File: src/rtl/seqdiv16.sv
// seqdiv16: multi-cycle unsigned restoring divider, one quotient bit per clock.
// Ports:
//   clk, rst_n             clock, async active-low reset
//   start                  request, sampled only in IDLE
//   dividend, divisor      operands, captured on the accepting edge
//   busy                   high while iterating
//   done                   one-cycle pulse, results valid from here on
//   quotient, remainder    results, held until the next accepted start
//   div_by_zero            set with done when the captured divisor was 0
module seqdiv16 #(
    parameter int WIDTH = 16
) (
    input  logic             clk,
    input  logic             rst_n,
    input  logic             start,
    input  logic [WIDTH-1:0] dividend,
    input  logic [WIDTH-1:0] divisor,
    output logic             busy,
    output logic             done,
    output logic [WIDTH-1:0] quotient,
    output logic [WIDTH-1:0] remainder,
    output logic             div_by_zero
);

    localparam int CW = $clog2(WIDTH);
    localparam logic [CW-1:0] LAST = CW'(WIDTH - 1);

    typedef enum logic [1:0] {
        S_IDLE,
        S_RUN,
        S_DONE
    } state_t;

    state_t           state_q, state_d;
    logic [WIDTH-1:0] dvsr_q, dvsr_d;
    logic [WIDTH-1:0] quo_q, quo_d;
    logic [WIDTH-1:0] rem_q, rem_d;
    logic [CW-1:0]    cnt_q, cnt_d;
    logic             dbz_q, dbz_d;

    // Partial remainder after the shift, WIDTH+1 bits wide.
    logic [WIDTH:0]   rem_sh;
    logic [WIDTH:0]   trial;
    logic             borrow;

    // The stored remainder is always below the divisor, so rem_sh is below
    // 2*divisor. With that bound the top bit of a WIDTH+1 bit difference is
    // exactly the borrow, and a successful trial always fits in WIDTH bits.
    assign rem_sh = {rem_q, quo_q[WIDTH-1]};
    assign trial  = rem_sh - {1'b0, dvsr_q};
    assign borrow = trial[WIDTH];

    always_ff @(posedge clk or negedge rst_n) begin
        if (!rst_n) begin
            state_q <= S_IDLE;
            dvsr_q  <= '0;
            quo_q   <= '0;
            rem_q   <= '0;
            cnt_q   <= '0;
            dbz_q   <= 1'b0;
        end else begin
            state_q <= state_d;
            dvsr_q  <= dvsr_d;
            quo_q   <= quo_d;
            rem_q   <= rem_d;
            cnt_q   <= cnt_d;
            dbz_q   <= dbz_d;
        end
    end

    always_comb begin
        state_d = state_q;
        dvsr_d  = dvsr_q;
        quo_d   = quo_q;
        rem_d   = rem_q;
        cnt_d   = cnt_q;
        dbz_d   = dbz_q;

        unique case (state_q)
            S_IDLE: begin
                if (start) begin
                    dvsr_d = divisor;
                    quo_d  = dividend;
                    rem_d  = '0;
                    cnt_d  = '0;
                    dbz_d  = 1'b0;
                    if (divisor == '0) begin
                        // Skip iterating; results are fixed by definition.
                        quo_d   = '1;
                        rem_d   = dividend;
                        dbz_d   = 1'b1;
                        state_d = S_DONE;
                    end else begin
                        state_d = S_RUN;
                    end
                end
            end

            S_RUN: begin
                if (borrow) begin
                    rem_d = rem_sh[WIDTH-1:0];
                    quo_d = {quo_q[WIDTH-2:0], 1'b0};
                end else begin
                    rem_d = trial[WIDTH-1:0];
                    quo_d = {quo_q[WIDTH-2:0], 1'b1};
                end
                cnt_d = cnt_q + CW'(1);
                if (cnt_q == LAST) begin
                    state_d = S_DONE;
                end
            end

            S_DONE: begin
                state_d = S_IDLE;
            end

            default: begin
                state_d = S_IDLE;
            end
        endcase
    end

    assign busy        = (state_q == S_RUN);
    assign done        = (state_q == S_DONE);
    assign quotient    = quo_q;
    assign remainder   = rem_q;
    assign div_by_zero = dbz_q;

endmodule

File: config.mk
export PLATFORM = sky130hd
export DESIGN_NAME = seqdiv16
export DESIGN_NICKNAME = d
export VERILOG_FILES = /design/src/rtl/seqdiv16.sv
export SDC_FILE = /design/constraint.sdc
export NUM_CORES = 1
export LEC_CHECK = 0
export ABC_AREA = 1
export BUFFER_PORTS_ARGS = -buffer_cell sky130_fd_sc_hd__buf_2
export CAP_MARGIN = 0
export CORE_MARGIN = 8
export CORE_UTILIZATION = 63
export CTS_BUF_LIST = sky130_fd_sc_hd__clkbuf_4
export DETAILED_ROUTE_END_ITERATION = 7
export PLACE_DENSITY = 0.88
export SETUP_SLACK_MARGIN = 0.15
export SYNTH_ARGS = -nofsm -noshare
export SYNTH_HDL_FRONTEND = slang
export SYNTH_SLANG_ARGS = --single-unit
File: constraint.sdc
create_clock -name clk -period 4.3 [get_ports clk]
set_input_delay 1.075 -clock clk [delete_from_list [all_inputs] [get_ports clk]]
set_output_delay 1.075 -clock clk [all_outputs]
set_load 0.01 [all_outputs]
==> summary.md <==
| Metric | Value |
|---|---|
| Die W | 96.1 µm |
| FF+latch count, synth | 55 |
| Max Cap Viol | 0 |
| Final setup skew | 25.1 ps |
| Initial antenna violation count | 0 |
| CORE AREA | 0.00628 mm² |
| Post-synthesis sequential area ratio | 0.340 |
| Top cell family by delay on the critical path | simple AND/OR/NAND/NOR gates |
| Post-DP HPWL | 7.77 mm |
| Max Buffers Root-to-Sink | 2 |
| Resized cells post-CTS | 0 |
| Setup_tns | 0 ps |
| Num CTS Buffers | 5 |
| Yosys cell types | 37 |
| GRT Util Overall | 0.227 |
| Netlist Area Pre-Place | 0.00404 mm² |
| Io pins | 70 |
| Postcts setup bufs | 0 |
| Initial Util | 0.644 |
| CP arrival | 3060 ps |
| Kind of critical path | reg2reg |
| Hold Buf Count CTS | 0 |
| Syn avg cell area | 7.24 µm² |
| First-pass iteration count of the detailed router | 5 |
| CP max FO | 17 |
| Total die area | 0.00924 mm² |
| Latest clock arrival within the worst-skew pair | 400 ps |
| Critical R2R Launch | quotient[15] |
| Status | finished clean |
| CP endpoint kind | flip-flop |
| Die Ht | 96.1 µm |
| Vias/cell | 5.42 |
| Crit Reg-Reg Endpoint | remainder[14] |
| Fraction of layout cells with a size suffix above 1 | 0.220 |
| Worst Setup SP | quotient[15] |
| R2R Setup Slk | 1590 ps |
| CTS tree | built |
| Antenna viol nets, final | 0 |
| Final period util | 0.631 |
| Buf+Inv Stages, Crit Path | 2 |
| WP data required | 4640 ps |
| Yosys Warn Count | 0 |
| Max Freq | 0.369 GHz |
| RSZ-0062 raised after global routing | no |
| Port Buffers | 69 |
| Hold Slack | 509 ps |
| Htree depth | 2 |
| Clock slew at reported path FFs | 190 ps |
| Via count | 3768 |
| DRC | 0 |
| Crit path time final | 2710 ps |
| Layout area overhead | 10.5% |
| Total Wirelength | 10.2 mm |
| Post-layout nets | 670 |
| Worst Max-Slew Pin Slew | 632 ps |
| Critical Path Max Stage Delay | 410 ps |
| Post-Syn Instances | 558 |
| Final Slew Violations | 0 |
| Clk root buf | clkbuf_4 |
| Worst r2r path cells | 16 |
| Post-layout util | 0.712 |
| Critical Path End | remainder[14] |
| Hold Path Class | reg2reg |
| First-pass GRT wire length | 16.6 mm |
| CP Cell Sequence | inv_1 > ha_1 > fa_1 > inv_1 > nand2_1 > nand2_1 > nand3_2 > nand2_2 > nand2_4 > nand2_2 > nand2_4 > nand2_4 > nand2_2 > nand2_1 > nand2_1 > a21oi_1 |
| Vias in the first global route | 3514 |
| Pin count of the biggest net entering global routing | 38 |
| Final hold vios | 0 |
| Placer Congestion | 0.954 |
| Initial DRC count | 219 |
| Synthesized Nets | 611 |
| Diode count | 0 |
| DR WL/cell | 14.6 µm |
| Rel. slew slack | 0.578 |
| Clock Sink Count | 55 |
| GRT overflow | 0 |
| Stages on the worst setup path | 16 |
| Final setup fails | 0 |
| Slowest stage cell, crit path | dfrtp_1 |
| Cell repeated most along the worst path | nand2_1 |
| Cell Rows | 29 |
| Worst setup SP type | flip-flop |
## synth_stat cells, drive strengths merged
cell	instances	area, µm²
nand2	154	698
nor4	1	6.26
o21bai	1	7.51
fa	1	20.0
xnor2	1	8.76
clkbuf	11	41.3
nor3	1	5.00
buf	10	70.1
and3	1	6.26
dfrtp	55	1380
clkinv	1	3.75
a41oi	6	52.6
a22o	1	8.76
nand3	36	253
a21oi	36	225
nand3b	10	75.1
o211ai	1	7.51
a32oi	1	8.76
nor2	44	170
nand4	7	43.8
or2	1	8.76
inv	104	390
ha	17	213
o21ai	32	160
xor2	7	61.3
a31oi	11	68.8
a22oi	7	52.6
## registers in the layout (all words and copies together) (netlist names)
name	flops
remainder	16
cnt_q	4
state_q	2
div_by_zero	1
dvsr_q	16
quotient	16
## worst min-delay path by stage
stage / from / to / slack [ps] / depth (start not counted)
after floorplan: dvsr_q[10] / dvsr_q[10] / 450 / 2
after global placement: dvsr_q[4] / dvsr_q[4] / 470 / 2
after detailed placement: dvsr_q[4] / dvsr_q[4] / 480 / 2
after CTS: dvsr_q[4] / dvsr_q[4] / 510 / 2
after global routing: div_by_zero / div_by_zero / 550 / 2
final: dvsr_q[4] / dvsr_q[4] / 510 / 2
## kinds of logic after synthesis
group / count (synthesis) / synth area share
AOI/OAI and AO/OA: 96 / 0.146
xor gates and xnor gates: 8 / 0.0173
adders and majority gates: 18 / 0.0576
buffers and inverters: 126 / 0.125
DFF: 55 / 0.340
and+or+nand+nor: 255 / 0.313
## layout by cell type (no fill, tap or decap), types with 9 or more instances in the layout
master    synthesis  final
nand3_1          23     23
buf_2             7     69
nor2_1           42     42
a31oi_1          11     11
nand2_2           9      9
inv_1            99     99
o21ai_0          32     32
a21oi_1          24     24
nand2_1         132    132
nand3b_1         10     10
dfrtp_1          55     55
ha_1             17     17
nand3_2          12     12
nand2_4          13     13
a21oi_2          12     12
## layer usage
metal | vias to the layer above | GRT usage | share of wire
li1 | 1892 | - | -
met1 | 1764 | 0.281 | 0.43
met2 | 96 | 0.398 | 0.51
met3 | 16 | 0.0312 | 0.041
met4 | 0 | 0.0717 | 0.021
met5 | - | 0 | 0
## layout make-up
type	count	area, µm²
flip-flops and latches	55	1380
clock inverters	3	27.5
inverters	105	394
clock buffers	5	37.5
repair buffers	73	375
multi-input cells	377	2160
fillers	519	1810
well taps	77	96.3
## per-stage QoR
step	worst slack, ps	area, µm²	std cells
6_report	1590	4470	695
4_1_cts	1600	4470	695
3_5_place_dp	1210	4400	687
5_1_grt	1390	4470	695
2_1_floorplan	2130	4040	558
3_3_place_gp	1300	4400	687
## tightest hold or removal path: stages (launching register included)
cell	delay (ps)
dfrtp_1	370
nand2_1	50
o21ai_0	60
Power is not shown: default switching activity piles up to over one toggle a cycle in this logic, so the estimate is an artifact.
